### config.mk
export PLATFORM = sky130hd
export DESIGN_NAME = bit_scan_iter
export DESIGN_NICKNAME = d
export VERILOG_FILES = /design/src/rtl/bit_scan_iter.sv
export SDC_FILE = /design/constraint.sdc
export NUM_CORES = 1
export LEC_CHECK = 0
export BUFFER_PORTS_ARGS = -buffer_cell sky130_fd_sc_hd__buf_2
export CORE_ASPECT_RATIO = 1.1
export CORE_MARGIN = 2
export CORE_UTILIZATION = 30
export CTS_CLUSTER_SIZE = 24
export DETAILED_ROUTE_END_ITERATION = 10
export PLACE_DENSITY = 0.53
export SLEW_MARGIN = 20
export SYNTH_ARGS = -nofsm -noshare
export SYNTH_HDL_FRONTEND = slang
export SYNTH_SLANG_ARGS = --single-unit
### constraint.sdc
create_clock -name clk -period 6 [get_ports clk]
set_input_delay 0.9 -clock clk [delete_from_list [all_inputs] [get_ports clk]]
set_output_delay 0.9 -clock clk [all_outputs]
set_load 0.05 [all_outputs]
### src/rtl/bit_scan_iter.sv
// bit_scan_iter: enumerates the set-bit positions of an accepted word,
// lowest index first, one index per output handshake, with a last flag.
// Optional feature macro: BIT_SCAN_POPCNT_EN adds the out_popcnt port.
module bit_scan_iter #(
  parameter  int unsigned WIDTH = 16,
  localparam int unsigned IDXW  = $clog2(WIDTH)
`ifdef BIT_SCAN_POPCNT_EN
  ,
  localparam int unsigned PCW   = $clog2(WIDTH + 1)
`endif
) (
  input  logic             clk,
  input  logic             rst_n,
  input  logic             in_valid,
  output logic             in_ready,
  input  logic [WIDTH-1:0] in_data,
  output logic             out_valid,
  input  logic             out_ready,
  output logic [IDXW-1:0]  out_pos,
  output logic             out_last,
  output logic             out_zero
`ifdef BIT_SCAN_POPCNT_EN
  ,
  output logic [PCW-1:0]   out_popcnt
`endif
);

  typedef enum logic {
    S_IDLE = 1'b0,
    S_EMIT = 1'b1
  } state_e;

  state_e           state_q, state_d;
  logic [WIDTH-1:0] work_q, work_d;
  logic             zero_q, zero_d;
  logic [IDXW-1:0]  pos_c;
  logic             last_c;
  logic             in_hs_c;
  logic             out_hs_c;

`ifdef BIT_SCAN_POPCNT_EN
  logic [PCW-1:0]   popcnt_q, popcnt_d;

  function automatic logic [PCW-1:0] popcount(input logic [WIDTH-1:0] w);
    logic [PCW-1:0] n;
    n = '0;
    for (int i = 0; i < int'(WIDTH); i++) begin
      n = n + PCW'(w[i]);
    end
    return n;
  endfunction

  assign out_popcnt = popcnt_q;
`endif

  // Priority encoder: index of the lowest remaining set bit (0 when empty).
  always_comb begin
    pos_c = '0;
    for (int i = int'(WIDTH) - 1; i >= 0; i--) begin
      if (work_q[i]) pos_c = IDXW'(i);
    end
  end

  // At most one bit left means the current beat is the final one.
  assign last_c = ((work_q & (work_q - WIDTH'(1))) == '0);

  assign out_valid = (state_q == S_EMIT);
  assign out_pos   = pos_c;
  assign out_last  = out_valid && last_c;
  assign out_zero  = zero_q;

  // A new word may enter while the final beat of the current one leaves.
  assign in_ready  = rst_n && ((state_q == S_IDLE) || (out_valid && out_ready && out_last));
  assign in_hs_c   = in_valid && in_ready;
  assign out_hs_c  = out_valid && out_ready;

  // Next-state: retire the lowest bit per output beat, load on input handshake.
  always_comb begin
    state_d  = state_q;
    work_d   = work_q;
    zero_d   = zero_q;
`ifdef BIT_SCAN_POPCNT_EN
    popcnt_d = popcnt_q;
`endif
    if (out_hs_c) begin
      work_d = work_q & (work_q - WIDTH'(1));
      if (out_last) begin
        state_d  = S_IDLE;
        zero_d   = 1'b0;
`ifdef BIT_SCAN_POPCNT_EN
        popcnt_d = '0;
`endif
      end
    end
    if (in_hs_c) begin
      state_d  = S_EMIT;
      work_d   = in_data;
      zero_d   = (in_data == '0);
`ifdef BIT_SCAN_POPCNT_EN
      popcnt_d = popcount(in_data);
`endif
    end
  end

  // State and work registers; reset drops any word in flight.
  always_ff @(posedge clk or negedge rst_n) begin
    if (!rst_n) begin
      state_q  <= S_IDLE;
      work_q   <= '0;
      zero_q   <= 1'b0;
`ifdef BIT_SCAN_POPCNT_EN
      popcnt_q <= '0;
`endif
    end else begin
      state_q  <= state_d;
      work_q   <= work_d;
      zero_q   <= zero_d;
`ifdef BIT_SCAN_POPCNT_EN
      popcnt_q <= popcnt_d;
`endif
    end
  end

endmodule

=== Yosys cells after proc, flatten, opt, wreduce, memory -nomap -nowiden ===
Cells that the tools add are included.

* Register bits after elaboration: 18
* Bits of input ports: 20
* Output and inout port bits: 8
* Word-level logic and storage cells: 39

* Add/subtract/negate cells: 1
* Muxes and demuxes: 22
* Bitwise operators: 2
* Reductions and logical operators: 11

{| class="wikitable"
|+ Operator list
! operator !! number
|-
| 4-bit 2-to-1 mux || 16
|-
| 16-bit logical NOT || 2
|-
| 16-bit 2-to-1 mux || 2
|-
| 16-bit AND || 1
|-
| 16-bit by 1-bit subtractor with 16-bit output (second input constant) || 1
|-
| 1-bit logical AND || 5
|-
| 1-bit 2-to-1 mux || 4
|-
| 2-bit nonzero test || 2
|-
| 2-bit AND reduction || 1
|-
| 1-bit logical OR || 1
|-
| 1-bit NOT || 1
|}

=== Logic depth before layout (Yosys ltp) ===
Gate-level depths: netlist of run 1.

* Depth in word-level cells: 16
* Depth in mapped cells: 9
* Gate-level depth less buffers: 7

=== Worst setup path after synthesis of run 1 ===
No wires, ideal clock.

* Path kind: register to output
* Start: register work_q[2]
* End: output out_last
* Arrival time: 3.104 ns
* Required time: 5.100 ns
* Path slack: 1.996 ns
* Stages on the path, launching flop included: 7
* Path buffers: 1
* Cells stage by stage: dfrtp_1 > buf_6 > nor4_4 > nand2_1 > maj3_2 > nor3b_2 > nor4bb_1

* Longest elaborated chain between the ends: 4

{| class="wikitable"
|+ RTL lines
! what !! line !! text
|-
| start, declared || 34 || <nowiki>logic [WIDTH-1:0] work_q, work_d;</nowiki>
|-
| start signal, assigned || 116 || <nowiki>work_q <= work_d;</nowiki>
|-
| 16-bit by 1-bit subtractor with 16-bit output || 65 || <nowiki>assign last_c = ((work_q & (work_q - WIDTH'(1))) == '0);</nowiki>
|-
| 16-bit AND * || 65 ||
|-
| 16-bit logical NOT * || 65 ||
|-
| 1-bit logical AND * || 69 || <nowiki>assign out_last = out_valid && last_c;</nowiki>
|-
| end, declared || 20 || <nowiki>output logic out_last,</nowiki>
|}

Every way passes the cells marked *; elsewhere a longest branch is shown, timed or not.

=== Worst setup path in the final report of run 1 ===
* Start: register work_q[2]
* End: output in_ready

* Longest elaborated chain between the ends: 7

{| class="wikitable"
|+ RTL lines
! what !! line !! text
|-
| 16-bit by 1-bit subtractor with 16-bit output || 65 ||
|-
| 16-bit AND * || 65 ||
|-
| 16-bit logical NOT * || 65 ||
|-
| 1-bit logical AND * || 69 ||
|-
| 1-bit logical AND * || 73 || <nowiki>assign in_ready = rst_n && ((state_q == S_IDLE) || (out_valid && out_ready && out_last));</nowiki>
|-
| 1-bit logical OR * || 73 ||
|-
| 1-bit logical AND * || 73 ||
|-
| end, declared || 15 || <nowiki>output logic in_ready,</nowiki>
|}

Marks and branches as above.

==> metrics.md, run 1 <==
| Metric | Value |
|---|---|
| Status | `finished clean` |
| Launching element type of the critical path | `flop` |
| Remaining Overflow, GRT | `0` |
| Start point of the worst hold path | `out_zero` |
| Fraction of the cycle the final worst path needs | `58.84%` |
| Register-to-Register Setup Slack | `3320 ps` |
| Sequential share of the synthesized area | `33.90%` |
| Most area-hungry cell type in the Yosys netlist | `dfrtp_1` |
| Worst setup slack after placement | `2731 ps` |
| # Post-CTS Setup Buffers | `0` |
| Total cell area at the placement stage | `1489 um^2` |
| Number of synthesized register bits | `18` |
| Synth area leaders | `dfrtp_1 34%, mux2i_1 5.3%, mux2_2 4.2%, nand2_1 4.0%, inv_1 3.7%` |
| Multi-input logic area | `787.0 um^2` |
| Via count of the first global-routing pass | `1158` |
| Most frequent cells in the layout | `27 x buf_2, 18 x dfrtp_1, 14 x nand2_1` |
| Rows | `25` |
| Std-Cell Core Area | `4285 um^2` |
| Placer Congestion | `0.8374` |
| Global-route wire length before repair | `5595 um` |
| Per-cell via count in the routed design | `5.330` |
| Hpwl dp | `2646 um` |
| Total setup violations reported at the end of the flow | `0` |
| RSZ-0062 raised after global routing | `no` |
| Synthesis Warnings | `0` |
| Critical path destination | `in_ready` |
| Final instance area | `1544 um^2` |
| All-Layer GR Usage | `14.98%` |
| PnR worst setup slack | `2470 ps` |
| Iteration-0 DRC Markers | `77` |
| Critical Path Max Stage Delay | `490 ps` |
| CTS sink count | `18` |
| Number of detailed-routing iterations run before antenna repair | `4` |
| Transition time of the tightest slew-check pin | `685.6 ps` |
| Post-Syn Instances | `149` |
| Max-slew headroom | `54.29%` |
| Net count of the mapped netlist | `169` |
| Vertical die dimension | `73.80 um` |
| Hold crit path type | `reg2reg` |
| Number of antenna violations at the first check in global routing | `0` |
| Pin count of the biggest net entering global routing | `21` |
| Critical Path, Cell by Cell | `nor4_4, nand3_2, or3_1, a21oi_2, nand4_1, nand2_1, and2_1, buf_2` |
| Number of hold violations in the final report | `0` |
| Total number of cells along the worst setup path | `8` |
| Most common cell after layout, fill and taps aside | `buf_2` |
| Mean cell area of the mapped netlist | `8.918 um^2` |
| Cell at the slowest stage of the critical path | `dfrtp_1` |
| DRC violations left | `0` |
| Type of the worst setup path | `reg2out` |
| Number of enable-type register cells in the synthesized netlist | `0` |
| Setup crit start | `work_q[2]` |
| Post-synthesis async set-or-reset flop share | `100.0%` |
| Wire length after detailed routing | `3358 um` |
| Buffer and inverter count on the worst path | `1` |
| Clock-pin transition on the worst setup and hold timing paths | `70 ps` |
| Critical Path Fanout Max | `9` |
| Worst EP required | `5100 ps` |
| Setup tns final | `0 ps` |
| Max-slew violation count | `0` |
| Top_reg_cell synth | `dfrtp_1` |
| Clk Latency, worst-skew pair | `260 ps` |
| I/O Buffers | `27` |
| Worst EP arrival | `2630 ps` |
| Sequential cell area | `450.4 um^2` |
| Root buffer selected by CTS | `clkbuf_8` |
| Gate family responsible for the most delay along the worst path | `simple AND/OR/NAND/NOR gates` |
| CTS tree | `done` |
| Timing-limited maximum frequency | `0.2833 GHz` |
| Fraction of layout instances using a drive strength above 1 | `29.48%` |
| Die Area | `4978 um^2` |
| IO Pins | `28` |
| Reg-to-reg critical path startpoint | `work_q[2]` |
| Count of instances resized after the clock tree is built | `0` |
| Width of the die | `67.46 um` |
| ANT nets after route | `0` |
| Max Root-Sink Buffers | `2` |
| Cells on worst reg2reg path | `7` |
| Clock period minus worst slack | `3530 ps` |
| Antenna cell count | `0` |
| Number of levels the H-tree was split into | `1` |
| Via count | `1210` |
| Number of buffers inserted for hold repair after clock tree synthesis | `0` |
| Portion of synthesized cell area occupied by the leading cell type | `33.90%` |
| # Max-Cap Violations | `0` |
| Post-synthesis to final-layout area growth | `16.20%` |
| Post-Route Skew | `2.486 ps` |
| Fill count | `449` |
| Routed WL per cell | `14.79 um` |
| Crit. End Element | `primary output` |
| Unique cell type count in the Yosys netlist | `45` |
| Total CTS buffers | `3` |
| Count of nets after finishing | `194` |
| Area of the mapped netlist | `1329 um^2` |
| Starting utilization of the core area | `31.01%` |
| WHS | `543.3 ps` |
| Critical register-to-register path endpoint | `work_q[10]` |
-- worst min-delay path by stage --
stage                  to  cells after the start  slack, ps
2_1_floorplan  work_q[15]                      2        570
3_3_place_gp     out_zero                      1        520
3_5_place_dp     out_zero                      1        530
4_1_cts          out_zero                      1        550
5_1_grt          out_zero                      1        570
6_report         out_zero                      1        540
-- worst reg2reg max path: stages (launching register included) --
cell	delay (ps)
dfrtp_1	490
nor4_4	480
nand2_1	170
maj3_2	360
nor3b_2	190
and3_2	220
a31oi_4	270
mux2_4	390
-- cell families (layout without fill, tap and decap cells) --
kind of cell	Yosys count	count (layout)	synth area share, %
AOI/OAI and AO/OA	37	37	20.34
buffers and inverters	20	44	6.873
muxes	15	15	12.90
DFF	18	18	33.90
adders and majority gates	2	2	1.695
and+or+nand+nor	57	57	24.29
-- Yosys cell counts, types with 2 or more instances --
library cell,number
dfrtp_1,18
nor2b_1,3
nor3_1,5
a21boi_0,2
o41ai_1,2
and2_1,2
nand4_1,2
o21ai_0,6
o21bai_1,2
nor2_1,11
mux2_2,5
buf_6,2
mux2_4,3
clkbuf_1,4
mux2i_1,7
nor4_1,6
o31a_1,5
maj3_2,2
a21oi_1,7
nand2_1,14
nand3_1,3
a31oi_1,3
inv_1,13
-- routing by layer --
metal,routed length [um],share of wire (%),track usage (%)
met3,130,3.9,1.838
met5,0,0,0
met4,62,1.8,6.803
met2,1768,53,24.20
met1,1396,42,19.85
-- flip-flops by register name (all words and copies together), names as in the netlist --
register and cells:
out_valid 1, out_zero 1, work_q 16
-- per-stage QoR --
step | instances | util [%]
floorplan | 149 | -
global placement | 223 | 34.74
detailed placement | 223 | 34.74
CTS | 227 | 36.03
global route | 227 | 36.03
finish | 227 | 36.03
-- layout make-up --
class | count | share of cell area (%)
sequential | 18 | 29.17
multi-input combinational | 111 | 50.97
timing repair buffer | 27 | 8.752
clock buffer | 4 | 3.566
tap | 54 | 4.376
inverter | 13 | 3.160
Power of run 1 is left out: the tool's default activity adds up to more than one toggle a clock period on the data nets, which glitch-free logic cannot reach.
==> inputs of run 2 (changes only) <==
--- a/config.mk
+++ b/config.mk
@@ -11,7 +11,7 @@
 export CORE_UTILIZATION = 30
 export CTS_CLUSTER_SIZE = 24
 export DETAILED_ROUTE_END_ITERATION = 10
-export PLACE_DENSITY = 0.53
+export PLACE_DENSITY = 0.55
 export SLEW_MARGIN = 20
 export SYNTH_ARGS = -nofsm -noshare
 export SYNTH_HDL_FRONTEND = slang
==> constraint.sdc (replaced) <==
create_clock -name clk -period 3.04 [get_ports clk]
set_input_delay 0.456 -clock clk [delete_from_list [all_inputs] [get_ports clk]]
set_output_delay 0.456 -clock clk [all_outputs]
set_load 0.05 [all_outputs]
==> run 2 against run 1 <==
Compared with the run above: sequential share of layout area is 1.7 points lower; routed wire length fell by 0.86%; count of clock-buffer cells in the layout did not move; critical path depth increased by 1; first-iteration DRC count down 23%; global-route usage is 0.064 points lower; clock skew hardly changed; non-clock buffer count rose by 9; highest routed layer unchanged; register-to-register slack worse by 2800 ps; core utilization rose by 2.4 points; largest cell class unchanged; worst hold slack worse by 400 ps; final cell count grew 4.0%.
==> metrics.md, run 2 (same netlist as run 1, synthesis figures left out) <==
| Metric | Value |
|---|---|
| Status | `finished clean (unchanged)` |
| Number of levels the H-tree was split into | `1 (unchanged)` |
| Total CTS buffers | `3 (unchanged)` |
| All-Layer GR Usage | `14.92% (was 14.98%)` |
| # Max-Cap Violations | `0 (unchanged)` |
| Hpwl dp | `2561 um (was 2646 um)` |
| Max Root-Sink Buffers | `2 (unchanged)` |
| Number of buffers inserted for hold repair after clock tree synthesis | `0 (unchanged)` |
| Flip-flop count of the largest register after layout | `16 (unchanged)` |
| Worst EP required | `2580 ps (was 5100 ps)` |
| Width of the die | `67.46 um (unchanged)` |
| ANT nets after route | `0 (unchanged)` |
| Clock period minus worst slack | `2867 ps` |
| Transition time of the tightest slew-check pin | `699.4 ps (was 685.6 ps)` |
| Fraction of the cycle the final worst path needs | `94.31%` |
| Antenna cell count | `0 (unchanged)` |
| Most flop-heavy register | `work_q (unchanged)` |
| Placer Congestion | `0.8226 (was 0.8374)` |
| Post-Route Skew | `2.933 ps (was 2.486 ps)` |
| Fraction of layout instances using a drive strength above 1 | `34.62% (was 29.48%)` |
| Die Area | `4978 um^2 (unchanged)` |
| Number of detailed-routing iterations run before antenna repair | `4 (unchanged)` |
| WHS | `144.4 ps (was 543.3 ps)` |
| Rows | `25 (unchanged)` |
| Worst EP arrival | `2410 ps (was 2630 ps)` |
| Std-Cell Core Area | `4285 um^2 (unchanged)` |
| Most frequent cells in the layout | `26 x buf_2, 17 x dfrtp_1, 14 x nand2_1 (was 27 x buf_2, 18 x dfrtp_1, 14 x nand2_1)` |
| I/O Buffers | `27 (unchanged)` |
| Critical Path, Cell by Cell | `nor4_4, buf_4, nand3_2, or3_1, a21oi_2, nand4_1, nand2_1, and2_1, clkbuf_4 (was nor4_4, nand3_2, or3_1, a21oi_2, nand4_1, nand2_1, and2_1, buf_2)` |
| Max-slew headroom | `53.37% (was 54.29%)` |
| Gate family responsible for the most delay along the worst path | `simple AND/OR/NAND/NOR gates (unchanged)` |
| DRC violations left | `0 (unchanged)` |
| Number of hold violations in the final report | `0 (unchanged)` |
| Routed WL per cell | `14.11 um (was 14.79 um)` |
| Number of antenna violations at the first check in global routing | `0 (unchanged)` |
| Post-synthesis to final-layout area growth | `23.82% (was 16.20%)` |
| Clk Latency, worst-skew pair | `250 ps (was 260 ps)` |
| IO Pins | `28 (unchanged)` |
| Per-cell via count in the routed design | `5.161 (was 5.330)` |
| Remaining Overflow, GRT | `0 (unchanged)` |
| Timing-limited maximum frequency | `0.3488 GHz` |
| Crit. End Element | `primary output (unchanged)` |
| CTS tree | `done (unchanged)` |
| Pin count of the biggest net entering global routing | `21 (unchanged)` |
| Via count | `1218 (was 1210)` |
| Starting utilization of the core area | `31.01% (unchanged)` |
| Buffer and inverter count on the worst path | `2 (was 1)` |
| Critical Path Fanout Max | `8 (was 9)` |
| Wire length after detailed routing | `3329 um (was 3358 um)` |
| Critical Path Max Stage Delay | `470 ps (was 490 ps)` |
| Via count of the first global-routing pass | `1158 (unchanged)` |
| Global-route wire length before repair | `5644 um (was 5595 um)` |
| Max-slew violation count | `0 (unchanged)` |
| CTS sink count | `18 (unchanged)` |
| Total setup violations reported at the end of the flow | `0 (unchanged)` |
| Launching element type of the critical path | `flop (unchanged)` |
| Type of the worst setup path | `reg2out (unchanged)` |
| Count of nets after finishing | `203 (was 194)` |
| Most common cell after layout, fill and taps aside | `buf_2 (unchanged)` |
| Root buffer selected by CTS | `clkbuf_8 (unchanged)` |
| Hold crit path type | `in2async (was reg2reg)` |
| Cell at the slowest stage of the critical path | `dfrtp_2 (was dfrtp_1)` |
| Clock-pin transition on the worst setup and hold timing paths | `70 ps (about the same)` |
| Vertical die dimension | `73.80 um (unchanged)` |
| Iteration-0 DRC Markers | `59 (was 77)` |
## run 2: final cells by class
cell class | instances | area, um^2
Sequential cell | 18 | 451.7
Multi-Input combinational cell | 111 | 817.0
Timing Repair Buffer | 36 | 205.2
Inverter | 13 | 48.80
Tap cell | 54 | 67.56
Fill cell | 426 | 2640
Clock buffer | 4 | 55.05
## run 2: what timing repair did
item / CTS / global route
setup buffers: 0 / 3
pin swaps: 0 / 3
setup endpoints to repair: 1 / 2
gates resized for setup: 1 / 4
## run 2: worst paths after layout
path | startpoint | to | slack [ps] | depth (start not counted)
max in group asynchronous | rst_n | work_q[4] | 2560 | 1
worst max register to register | work_q[4] | work_q[10] | 530 | 8
min in group clk | in_data[12] | work_q[12] | 430 | 3
worst min-delay path | rst_n | out_valid | 140 | 1
worst max-delay path | work_q[4] | in_ready | 170 | 9
worst min register to register | out_zero | out_zero | 540 | 1
## run 2: metrics by stage
step | worst slack, ps | cells | util [%] | TNS, ps | cell area, um^2
detailed placement | 246.2 | 229 | 35.94 | 0 | 1540
finish | 173.0 | 236 | 38.39 | 0 | 1645
global placement | 215.2 | 229 | 35.94 | 0 | 1540
floorplan | 8.762 | 149 | - | 0 | 1335
CTS | 12.77 | 233 | 37.37 | 0 | 1602
global route | -20.25 | 236 | 38.39 | -20.25 | 1645
## run 2: metal layers
layer	up-vias	track usage, %	part of all wire, %	wire length [um]
met1	557	21.27	46	1529
met2	42	22.77	47	1548
met4	0	5.896	2.6	86
met3	10	1.838	5.0	166
met5	-	0	0	0
li1	609	-	-	-
## run 2: worst reg2reg max path, delay by kind of cell (launching register included)
family                   cells  cell delay (ps)
buffers and inverters        1              180
AND/OR/NAND/NOR              4              750
multiplexers                 1              390
adder cells (fa/ha/maj)      1              330
AO/OA/AOI/OAI                1              280
flip-flops                   1              470
Power of run 2 is left out for the same reason.
==> inputs of run 3 (changes only) <==
==> constraint.sdc (replaced) <==
create_clock -name clk -period 3.04 [get_ports clk]
set_input_delay 0.152 -clock clk [delete_from_list [all_inputs] [get_ports clk]]
set_output_delay 0.152 -clock clk [all_outputs]
set_load 0.05 [all_outputs]
==> run 3 against run 2 <==
Compared with the run above: register-to-register slack worse by 180 ps; first-iteration DRC count is 1.7% higher; largest cell class unchanged; clock skew is 0.59 ps lower; global-route usage is 0.72 points lower; non-clock buffer count is 8 lower.
==> metrics.md, run 3 (same netlist as run 1, synthesis figures left out) <==
| Metric | Value |
|---|---|
| Status | `finished clean (unchanged)` |
| IO Pins | `28 (unchanged)` |
| Total setup violations reported at the end of the flow | `0 (unchanged)` |
| Max Root-Sink Buffers | `2 (unchanged)` |
| I/O Buffers | `27 (unchanged)` |
| Critical path destination | `in_ready (unchanged)` |
| Cells on worst reg2reg path | `7 (was 8)` |
| Max-slew headroom | `57.24% (was 53.37%)` |
| Multi-input logic area | `793.3 um^2 (was 817.0 um^2)` |
| Fraction of the cycle the final worst path needs | `93.53% (was 94.31%)` |
| Number of detailed-routing iterations run before antenna repair | `4 (unchanged)` |
| Root buffer selected by CTS | `clkbuf_8 (unchanged)` |
| Worst EP required | `2890 ps (was 2580 ps)` |
| Width of the die | `67.46 um (unchanged)` |
| Final instance area | `1560 um^2 (was 1645 um^2)` |
| Sequential cell area | `450.4 um^2 (was 451.7 um^2)` |
| Clock-pin transition on the worst setup and hold timing paths | `70 ps (about the same)` |
| Iteration-0 DRC Markers | `60 (was 59)` |
| Global-route wire length before repair | `5347 um (was 5644 um)` |
| CTS sink count | `18 (unchanged)` |
| Via count of the first global-routing pass | `1131 (was 1158)` |
| Count of instances resized after the clock tree is built | `0 (was 1)` |
| DRC violations left | `0 (unchanged)` |
| Post-Route Utilization | `36.41% (was 38.39%)` |
| Fraction of layout instances using a drive strength above 1 | `29.89% (was 34.62%)` |
| Post-synthesis to final-layout area growth | `17.42% (was 23.82%)` |
| Met1 wire length | `1459 um (was 1529 um)` |
| Total cell area at the placement stage | `1495 um^2 (was 1540 um^2)` |
| Max-slew violation count | `0 (unchanged)` |
| Reg-to-reg critical path startpoint | `work_q[2] (was work_q[4])` |
| Setup crit start | `work_q[2] (was work_q[4])` |
| Routed WL per cell | `14.00 um (was 14.11 um)` |
| Clock period minus worst slack | `2843 ps (was 2867 ps)` |
| Number of antenna violations at the first check in global routing | `0 (unchanged)` |
| Fill count | `437 (was 426)` |
| Number of levels the H-tree was split into | `1 (unchanged)` |
| Launching element type of the critical path | `flop (unchanged)` |
| Register-to-Register Setup Slack | `350 ps (was 530 ps)` |
| Hold crit path type | `in2reg (was in2async)` |
| Uppermost layer routed | `met4 (unchanged)` |
| RSZ-0062 raised after global routing | `no` |
| Rows | `25 (unchanged)` |
| Post-Route Skew | `2.348 ps (was 2.933 ps)` |
| Die Area | `4978 um^2 (unchanged)` |
| Wire length after detailed routing | `3191 um (was 3329 um)` |
| Hpwl dp | `2482 um (was 2561 um)` |
| Std-Cell Core Area | `4285 um^2 (unchanged)` |
| # Max-Cap Violations | `0 (unchanged)` |
| Wire length on met3 | `146 um (was 166 um)` |
| Critical register-to-register path endpoint | `work_q[10] (unchanged)` |
| Remaining Overflow, GRT | `0 (unchanged)` |
| Flip-flop count of the largest register after layout | `16 (unchanged)` |
| Clk Latency, worst-skew pair | `260 ps (was 250 ps)` |
| Pin count of the biggest net entering global routing | `21 (unchanged)` |
| CTS tree | `done (unchanged)` |
| Most frequent cells in the layout | `27 x buf_2, 18 x dfrtp_1, 14 x nand2_1 (was 26 x buf_2, 17 x dfrtp_1, 14 x nand2_1)` |
| Crit. End Element | `primary output (unchanged)` |
| Placer Congestion | `0.9208 (was 0.8226)` |
| Most common cell after layout, fill and taps aside | `buf_2 (unchanged)` |
| Worst EP arrival | `2690 ps (was 2410 ps)` |
| Transition time of the tightest slew-check pin | `641.4 ps (was 699.4 ps)` |
| ANT nets after route | `0 (unchanged)` |
| Count of nets after finishing | `195 (was 203)` |
| Critical Path Fanout Max | `9 (was 8)` |
| Setup tns final | `0 ps (unchanged)` |
| Total CTS buffers | `3 (unchanged)` |
| Most flop-heavy register | `work_q (unchanged)` |
| Antenna cell count | `0 (unchanged)` |
| All-Layer GR Usage | `14.20% (was 14.92%)` |
| Timing-limited maximum frequency | `0.3517 GHz (was 0.3488 GHz)` |
| Per-cell via count in the routed design | `5.298 (was 5.161)` |
| Starting utilization of the core area | `31.01% (unchanged)` |
| Vertical die dimension | `73.80 um (unchanged)` |
| Via count | `1208 (was 1218)` |
| Met2 wire length | `1548 um (unchanged)` |
| Type of the worst setup path | `reg2out (unchanged)` |
| Number of hold violations in the final report | `0 (unchanged)` |
## run 3: metrics by stage
step           hold WS (ps)  instances  setup WS [ps]
6_report              130.6        228          196.6
3_5_place_dp          129.3        223          366.0
4_1_cts               136.0        228          204.0
2_1_floorplan        -143.6        149          312.8
5_1_grt               143.1        228          11.11
3_3_place_gp          120.3        223          367.3
## run 3: final cells by class
| cell class | instances | area share [%] |
|---|---|---|
| timing repair buffer | 28 | 9.302 |
| multi-input combinational | 111 | 50.84 |
| clock buffer | 4 | 3.528 |
| inverter | 13 | 3.127 |
| sequential | 18 | 28.87 |
| tap | 54 | 4.330 |
## run 3: critical path, cell delays in order, from the launching register on
cell and delay (ps):
dfrtp_1 490, nor4_4 510, nand3_2 170, or3_1 360
a21oi_2 180, nand4_1 200, nand2_1 140, and2_1 130
buf_2 260
## run 3: routing by layer
metal	vias up	track usage, %
li1	596	-
met1	577	19.49
met2	31	22.77
met3	4	1.991
met4	0	4.762
met5	-	0
## run 3: repair_timing
item	in CTS	in global routing
buffers inserted	0	0
hold endpoints to repair	18	0
hold buffers	1	0
endpoints found under the setup margin	0	0
## run 3: how the worst min path moves through the flow
stage,from,to,cells after the start
floorplan,rst_n,out_valid,0
global placement,rst_n,out_valid,1
detailed placement,rst_n,out_valid,1
CTS,in_data[6],work_q[6],3
global route,in_data[12],work_q[12],3
finish,in_data[6],work_q[6],3
Power of run 3 is left out for the same reason.
